## config.mk

```make
export PLATFORM = sky130hd
export DESIGN_NAME = floor_log2_arbiter
export DESIGN_NICKNAME = d
export VERILOG_FILES = /design/src/rtl/floor_log2_pkg.sv /design/src/rtl/floor_log2_iter.sv /design/src/rtl/floor_log2_arbiter.sv
export SDC_FILE = /design/constraint.sdc
export NUM_CORES = 1
export LEC_CHECK = 0
export CAP_MARGIN = 25
export CORE_MARGIN = 1
export CORE_UTILIZATION = 49
export CTS_BUF_LIST = sky130_fd_sc_hd__clkbuf_8 sky130_fd_sc_hd__clkbuf_16
export DETAILED_ROUTE_END_ITERATION = 8
export DONT_BUFFER_PORTS = 1
export PLACE_DENSITY = 0.66
export SKIP_CTS_REPAIR_TIMING = 1
export SLEW_MARGIN = 25
export SYNTH_ARGS = -nofsm -noshare
export SYNTH_HDL_FRONTEND = slang
export SYNTH_SLANG_ARGS = --single-unit
```

## constraint.sdc

```tcl
create_clock -name clk -period 2.1 [get_ports clk]
set_clock_uncertainty 0.2 [all_clocks]
set_input_delay 0.42 -clock clk [delete_from_list [all_inputs] [get_ports clk]]
set_output_delay 0.42 -clock clk [all_outputs]
set_load 0.01 [all_outputs]
```

## src/rtl/floor_log2_pkg.sv

```systemverilog
// Shared types and default sizes for the floor(log2) arbiter slice.
// Optional feature macro: FLOOR_LOG2_ZERO_FLAG_EN (zero-input flag / fast path).
package floor_log2_pkg;

  localparam int NUM_REQ_DEFAULT = 4;
  localparam int VAL_W_DEFAULT   = 19;
  localparam int OUT_W_DEFAULT   = 32;

  typedef enum logic [1:0] {
    IDLE = 2'd0,
    BUSY = 2'd1,
    RESP = 2'd2
  } state_t;

  typedef logic [VAL_W_DEFAULT-1:0] val_t;

endpackage

```

## src/rtl/floor_log2_iter.sv

```systemverilog
// Iterative floor(log2) engine: loads a value on start, then shifts right
// once per enabled cycle, counting shifts until only bit 0 can be set.
// done is combinational on the current shift register contents.
module floor_log2_iter
  import floor_log2_pkg::*;
#(
  parameter int VAL_W = VAL_W_DEFAULT,
  parameter int CNT_W = $clog2(VAL_W_DEFAULT)
) (
  input  logic             clk,
  input  logic             reset,
  input  logic             start,
  input  logic             run,
  input  logic [VAL_W-1:0] val_in,
  output logic             done,
  output logic [CNT_W-1:0] result
);

  logic [VAL_W-1:0] shreg;
  logic [CNT_W-1:0] count;

  // Finished once nothing above bit 0 remains; a zero value finishes immediately.
  assign done   = (shreg[VAL_W-1:1] == '0);
  assign result = count;

  // Load on start, otherwise shift and count while the arbiter keeps us running.
  always_ff @(posedge clk) begin
    if (reset) begin
      shreg <= '0;
      count <= '0;
    end else if (start) begin
      shreg <= val_in;
      count <= '0;
    end else if (run && !done) begin
      shreg <= shreg >> 1;
      count <= count + 1'b1;
    end
  end

endmodule

```

## src/rtl/floor_log2_arbiter.sv

```systemverilog
// Round-robin front end sharing one floor_log2_iter among NUM_REQ requesters.
// Optional feature macro: FLOOR_LOG2_ZERO_FLAG_EN adds rsp_zero and lets a zero
// value bypass the engine (response one cycle after acceptance).
//
// state | meaning
// IDLE  | arbitrating; req_ready one-hot at the round-robin winner
// BUSY  | engine shifting the captured value
// RESP  | result held on rsp_* until rsp_ready
module floor_log2_arbiter
  import floor_log2_pkg::*;
#(
  parameter int NUM_REQ = NUM_REQ_DEFAULT,
  parameter int VAL_W   = VAL_W_DEFAULT,
  parameter int OUT_W   = OUT_W_DEFAULT,
  localparam int ID_W   = $clog2(NUM_REQ)
) (
  input  logic                     clk,
  input  logic                     reset,
  input  logic [NUM_REQ-1:0]       req_valid,
  input  logic [NUM_REQ*VAL_W-1:0] req_val,
  output logic [NUM_REQ-1:0]       req_ready,
  output logic                     rsp_valid,
  input  logic                     rsp_ready,
  output logic [OUT_W-1:0]         rsp_data,
  output logic [ID_W-1:0]          rsp_id,
`ifdef FLOOR_LOG2_ZERO_FLAG_EN
  output logic                     rsp_zero,
`endif
  output logic                     busy
);

  localparam int CNT_W = $clog2(VAL_W);

  state_t           state;
  logic [ID_W-1:0]  rr_ptr;
  logic [ID_W-1:0]  id;
  logic [ID_W-1:0]  id_next;
  logic [ID_W:0]    cand;
  logic             grant_any;
  logic [ID_W-1:0]  grant_id;
  logic [VAL_W-1:0] grant_val;
  logic             iter_start;
  logic             iter_run;
  logic             iter_done;
  logic [CNT_W-1:0] iter_result;

  // Round-robin search: first valid requester at or after rr_ptr, with wrap.
  always_comb begin
    grant_any = 1'b0;
    grant_id  = '0;
    cand      = '0;
    for (int k = 0; k < NUM_REQ; k++) begin
      cand = {1'b0, rr_ptr} + (ID_W+1)'(k);
      if (cand >= (ID_W+1)'(NUM_REQ)) begin
        cand = cand - (ID_W+1)'(NUM_REQ);
      end
      if (!grant_any && req_valid[cand[ID_W-1:0]]) begin
        grant_any = 1'b1;
        grant_id  = cand[ID_W-1:0];
      end
    end
  end

  // Accept only while idle; the grant is the acceptance, so it is one-hot.
  always_comb begin
    req_ready = '0;
    if (state == IDLE && grant_any) begin
      req_ready[grant_id] = 1'b1;
    end
  end

  assign grant_val  = req_val[int'(grant_id)*VAL_W +: VAL_W];
  assign id_next    = (id == ID_W'(NUM_REQ-1)) ? '0 : id + 1'b1;
  assign iter_start = (state == IDLE) && grant_any;
  assign iter_run   = (state == BUSY);
  assign busy       = (state != IDLE);

  floor_log2_iter #(
    .VAL_W (VAL_W),
    .CNT_W (CNT_W)
  ) u_iter (
    .clk    (clk),
    .reset  (reset),
    .start  (iter_start),
    .run    (iter_run),
    .val_in (grant_val),
    .done   (iter_done),
    .result (iter_result)
  );

  // Arbiter FSM with registered response channel and round-robin pointer.
  always_ff @(posedge clk) begin
    if (reset) begin
      state     <= IDLE;
      rr_ptr    <= '0;
      id        <= '0;
      rsp_valid <= 1'b0;
      rsp_data  <= '0;
      rsp_id    <= '0;
`ifdef FLOOR_LOG2_ZERO_FLAG_EN
      rsp_zero  <= 1'b0;
`endif
    end else begin
      case (state)
        IDLE: begin
          if (grant_any) begin
            id <= grant_id;
`ifdef FLOOR_LOG2_ZERO_FLAG_EN
            if (grant_val == '0) begin
              rsp_valid <= 1'b1;
              rsp_data  <= '0;
              rsp_id    <= grant_id;
              rsp_zero  <= 1'b1;
              state     <= RESP;
            end else begin
              state <= BUSY;
            end
`else
            state <= BUSY;
`endif
          end
        end
        BUSY: begin
          if (iter_done) begin
            rsp_valid <= 1'b1;
            rsp_data  <= OUT_W'(iter_result);
            rsp_id    <= id;
            state     <= RESP;
          end
        end
        RESP: begin
          if (rsp_ready) begin
            rsp_valid <= 1'b0;
            rr_ptr    <= id_next;
`ifdef FLOOR_LOG2_ZERO_FLAG_EN
            rsp_zero  <= 1'b0;
`endif
            state     <= IDLE;
          end
        end
        default: state <= IDLE;
      endcase
    end
  end

endmodule

```

==> flow_summary.ini <==
[run_status]
outcome = finished, violations left
violations = negative setup slack

[synth]
syn-cell-area_mm2 = 0.00250
synthFlopType = dfxtp_1
synthTopCellsByCount = mux2i_1, dfxtp_1, buf_4, nor2_1, and3_1
synth.largest_area_cell = dfxtp_1
yosysMostFrequentCell = mux2i_1
yosys.area.top_type_share = 0.297
yosysUniqueCellTypes = 45
synth_edf_count = 0
synth-seq-cells = 37
synth_area_leaders = dfxtp_1, mux2i_1, buf_4, and3_1, nor2_1
seq_area_frac_synth = 0.297
async_flop_share = 0
synthCells = 282
syn_avg_cell_area_um2 = 8.86
ys_warn_count = 0

[clock_tree]
path_clk_slew_ns = 0.08
clkLatencyLatePin_ns = 0.29
cts-root-buf = clkbuf_8
cts_tree = built
clock_path_buffers = 2
cts_max_level = 2
cts_made_buffers = 5
cts.sink_count = 37

[drt]
vias_per_cell = 5.61
drtIter0Drc = 93
drtPass1Iterations = 4
drt_wl_total_mm = 5.90
detail_route.wl_per_cell_um = 15.8
antenna_left = 0
drc = 0
vias = 2091

[sta]
maxClockFrequency_mhz = 444
worst_pin_slew_ns = 0.717
timing_hold_violations_final = 0
finalMaxSlewViolations = 0
worst_slack_ns = -0.150
period_share = 1.07
rsz0062_at_grt = true
relSlewSlack = 0.521
setup_viol = 16
fin_crit_ns = 2.25

[setup_path]
critPathTopFamily = simple AND/OR/NAND/NOR gates
end_kind = output pin
worst_setup_path_start_kind = flop
rr_worst_depth = 6
slowest_stage = or4b_4
path_cells = nor2b_4, or4b_4, buf_12, nand2_8, nand2_4, nor2_4
critical_path_arrival_ns = 1.63
critPathBufInv = 1
crit_type = flop to output pin
required_ns = 1.48
cp.depth = 6
slowest_delay_ns = 0.55
path_max_fanout = 4

[worst_hold_path]
worstHoldPathType = input pin to flop
hold_depth = 1

[global_routing]
overflow = 0
grt_pass1_wl_mm = 8.40
grt_max_degree = 29
antenna_found_initial = 0
grt_pass1_vias = 1757
grt_usage = 0.207

[run]
max_cap_violations = 0

[placement]
dpl_worst_slack_ns = -0.167
numPortBuffers = 0
placed_cell_area_mm2 = 0.00264
gp_congestion = 0.756
dp_hpwl_mm = 4.19

[floorplan]
die_w_um = 73.4
die-height_um = 73.4
dieArea_mm2 = 0.00539
fp-row-count = 25
io_pins = 123
initial_core_util = 0.518
core_mm2 = 0.00482

[final_layout]
synthToLayoutAreaGrowth_pct = 18.2
fin_nets = 390
postLayoutCoreUtil = 0.613
antenna_cells = 0
drive_gt1_frac = 0.232
fin_area_mm2 = 0.00295

[pwr]
p_per_area_mw_per_mm2 = 651
ir_worst_vdd_mv = 0.337
leakage_nw = 1.30
[path summary, 6_finish.rpt]
path | from | end | slack (ns)
setup / recovery | rr_ptr[0]$_SDFFE_PP0P_ | req_ready[1] | -0.15
hold / removal | reset | rsp_data[2]$_SDFFE_PP0P_ | 0.002
setup reg to reg | rr_ptr[0]$_SDFFE_PP0P_ | u_iter.shreg[8]$_SDFFE_PP0P_ | -0.07
hold reg to reg | id[0]$_SDFFE_PP0P_ | id[0]$_SDFFE_PP0P_ | 0.32
[worst register-to-register path, stage by stage, from the launching register on]
cell and delay (ns):
dfxtp_4 0.39, nor2b_4 0.04, or4b_4 0.55, and2_1 0.23, buf_12 0.17, mux2i_1 0.13, a2111oi_1 0.36
[power breakdown]
part | leakage (nW) | internal [W] | switching, W
clock | 0.0595 | 0.000352 | 0.000261
sequential | 0.304 | 0.000752 | 0.0000490
combinational | 0.935 | 0.000237 | 0.000270
total | 1.30 | 0.00134 | 0.000580
[flip-flops by register name, indices dropped and copies added, names as in the netlist]
register and flops:
rsp_id 2, rr_ptr 2, rsp_data 5, rsp_valid 1
u_iter.shreg 18, state 2, id 2, u_iter.result 5
[cell usage in the layout (no fill, tap or decap), types with 4 or more instances in the layout]
| master | n |
|---|---|
| o21ai_1 | 9 |
| nor2b_1 | 4 |
| a21oi_1 | 6 |
| a211oi_1 | 4 |
| clkbuf_8 | 5 |
| o211ai_1 | 5 |
| and3_1 | 18 |
| nand2b_1 | 7 |
| buf_4 | 28 |
| conb_1 | 27 |
| o221ai_1 | 9 |
| dfxtp_1 | 35 |
| a21boi_0 | 6 |
| a21boi_1 | 5 |
| nand2_1 | 6 |
| mux2i_1 | 43 |
| xor2_1 | 4 |
| nor2_1 | 24 |
[per-layer routing]
layer | wire [um] | track usage
met3 | 280 | 0.0343
met2 | 2750 | 0.319
met5 | 0 | 0
met1 | 2800 | 0.293
met4 | 82 | 0.0705
[area by class of cell]
| type | count | area, um2 |
|---|---|---|
| Clock buffer | 5 | 68.8 |
| Timing Repair Buffer | 34 | 317 |
| Tap cell | 67 | 83.8 |
| Multi-Input combinational cell | 226 | 1690 |
| Sequential cell | 37 | 746 |
| Clock inverter | 3 | 42.5 |
| Inverter | 1 | 3.75 |
| Fill cell | 398 | 1870 |
[kinds of logic (layout without fill, tap and decap cells)]
| kind of cell | count (synthesis) | in the layout | share of synthesized area |
|---|---|---|---|
| compound gates | 65 | 65 | 0.196 |
| other cells | 1 | 27 | 0.00150 |
| fa+ha+maj | 2 | 2 | 0.0100 |
| flops | 37 | 37 | 0.297 |
| simple gates | 85 | 85 | 0.197 |
| mux | 43 | 43 | 0.172 |
| xor+xnor | 4 | 4 | 0.0140 |
| buf+inv | 45 | 43 | 0.113 |
[through the flow]
step           TNS [ns]  std cells  hold slack, ns  total power, W
6_report         -0.795        373         0.00208         0.00192
5_1_grt           -2.17        373         0.00450         0.00203
4_1_cts           -3.04        363         -0.0239         0.00189
3_5_place_dp      -2.18        355           0.293         0.00128
3_3_place_gp      -1.78        355           0.292         0.00127
2_1_floorplan    -0.274        308           0.267         0.00120
No activity file was read; power rests on OpenSTA's default activity.
==> edit, RTL diff (config.mk and constraints unchanged) <==
Change the package constant `VAL_W_DEFAULT` from 19 to 21.
--- a/src/rtl/floor_log2_pkg.sv
+++ b/src/rtl/floor_log2_pkg.sv
@@ -5,3 +5,3 @@
   localparam int NUM_REQ_DEFAULT = 4;
-  localparam int VAL_W_DEFAULT   = 19;
+  localparam int VAL_W_DEFAULT   = 21;
   localparam int OUT_W_DEFAULT   = 32;
Ports: changed (resized req_val); port bits go from 123 to 131. The function was not compared with the original's and may differ.
==> edit against the unedited design <==
  * The flow still finishes with violations (setup timing)
  * Non-clock buffer count increased by 11
  * Cell count increased by 12%
  * Largest power group unchanged
  * Power decreased by 2.9%
  * Synthesized area increased by 6.6%
  * Sequential cell count increased by 2
  * Sequential power increased by 5.4%
  * Clock power decreased by 19%
  * Die area increased by 6.4%
  * Worst hold slack improved by 0.096 ns
  * Final area increased by 5.0%
  * Largest cell class unchanged
  * Wire length increased by 17%
  * Utilization decreased by 1.4 points
  * Setup slack improved by 0.012 ns
  * Highest routed layer unchanged
==> edit: results (changes against the unedited design) <==
[synth]
syn-instance-count=311  ; +10%
synth_warnings=0  ; unchanged
synth_ff_type=dfxtp_1
ys_types=49  ; +8.9%
synthArstFlopShare_pct=0  ; unchanged
synthTopCellsByArea=dfxtp_1 29%, mux2i_1 15%, buf_4 8.2%, nor2_1 4.9%, nand2_1 3.7%
seq_area_frac_synth_pct=29.3  ; -0.34 points
synth_common_cells=41 x mux2i_1, 39 x dfxtp_1, 35 x nor2_1

[hold_path]
holdPathEnd=u_iter.shreg[11]
hold_depth=2  ; +1
hp-class=in2reg
holdCritStartpoint=reset

[timing]
slew_headroom_pct=62.2  ; +10 points
finalSetupTns_ns=-0.384  ; +0.411 ns
layout_setup_ws_ns=-0.138  ; +0.0122 ns
setup_viol=3  ; -13

[setup_path]
regToRegSetupSlack_ns=0.07  ; +0.14 ns
r2r-start=rr_ptr[0]
r2r_end=u_iter.shreg[3]
worst-path-max-fanout=7  ; +3
ff2ff_path_depth=8  ; +2

[route]
avgRoutedWirePerCell_um=16.6  ; +4.6%
first_pass_iters=4  ; unchanged
dr.max_layer_used=met4
vias=2409  ; +15%
wl_met1_um=3080  ; +10%
wl_met2_um=3260  ; +19%
drt_iter0_drc=141  ; +52%
met3_wirelength_um=476  ; +70%
wl_um=6890  ; +17%

[final_layout]
layout-drive-gt1-share_pct=24.9  ; +1.7 points
layout.nets=438  ; +12%
diodes=0  ; unchanged
largest_reg_flops=20  ; +2
fillers=493  ; +24%

[placement]
dp_slack_ns=-0.336  ; -0.169 ns
gp_congestion=0.812  ; +7.4%
dp.cells=392  ; +10%
dp_hpwl_um=4970  ; +19%
numPortBuffers=0  ; unchanged

[clocking]
clk_latency_ns=0.29  ; about the same
numCtsBuffers=5  ; unchanged
clk_pin_slew_ns=0.07

[global_routing]
track_usage_pct=23.1  ; +2.4 points
grt_pass1_wl_um=9870  ; +17%
grt_max_degree=36  ; +24%
grt_pass1_vias=2012  ; +15%

[power_and_ir_drop]
peakVddDrop_v=0.000279  ; -17%
power_leakage_nw=1.36  ; +4.9%

[outcome]
status=complete, but fails checks
violations=setup timing

## edit: cell count changes in the layout (fill, tap and decap cells not counted), moves of 6 or more
cell | unedited run | this run
o21ai_1 | 9 | 2
buf_4 | 28 | 41
a21boi_0 | 6 | 0
o21ai_0 | 2 | 12
nand2_1 | 6 | 24
a211o_1 | 0 | 9
nor2_1 | 24 | 33
a221o_1 | 0 | 6
and3_1 | 18 | 6
nand3_1 | 0 | 12
## edit: final cells by class
| type | count | area share, % |
|---|---|---|
| clock buffers | 5 | 2.22 |
| clock inverters | 3 | 0.484 |
| inverters | 1 | 0.121 |
| multi-input cells | 253 | 57.1 |
| flip-flops and latches | 39 | 25.4 |
| well taps | 70 | 2.83 |
| repair buffers | 45 | 11.9 |
## edit: worst max path at each step
| stage | from | endpoint | cells past startpoint |
|---|---|---|---|
| final | rr_ptr[0] | req_ready[1] | 6 |
| after floorplan | req_valid[2] | req_ready[1] | 6 |
| after global routing | rr_ptr[0] | req_ready[2] | 7 |
| after CTS | rr_ptr[0] | req_ready[3] | 6 |
| after detailed placement | req_valid[0] | u_iter.shreg[11] | 6 |
| after global placement | req_valid[0] | u_iter.shreg[15] | 6 |
## edit: logic make-up (layout without fill, tap and decap cells)
family,after synthesis,after routing,share of synthesized area [%]
adders and majority gates,2,2,0.940
buffers and inverters,46,54,11.1
muxes,41,41,15.4
DFF,39,39,29.3
and+or+nand+nor,109,110,22.4
xor gates and xnor gates,2,2,0.658
other,1,27,0.141
AOI/OAI and AO/OA,71,71,20.0
## edit: per-layer routing
metal,GRT usage [%],up-vias
met2,36.6,111
li1,-,1167
met4,6.17,0
met1,31.7,1123
met3,5.16,8
met5,0,-
## edit: power by group
part,internal (mW),switching [mW],leakage [nW]
Clock,0.227,0.266,0.0477
Combinational,0.245,0.283,0.995
Sequential,0.792,0.0519,0.321
Total,1.26,0.601,1.36
## edit: metrics by stage
stage,hold slack (ns),area (µm²),utilization [%],total power [mW]
floorplan,0.253,2810,-,1.24
global placement,0.268,2830,54.8,1.33
detailed placement,0.273,2830,54.8,1.34
CTS,-0.0119,2920,56.4,1.82
global route,0.0980,3100,59.9,1.95
finish,0.0978,3100,59.9,1.86
## edit: worst max-delay path, cell delays in order (launching register included)
cell and delay (ns):
dfxtp_2 0.34, buf_6 0.11, nor2b_4 0.04, or4b_4 0.54, nand2_4 0.12, nand2_4 0.06
nor2_4 0.10
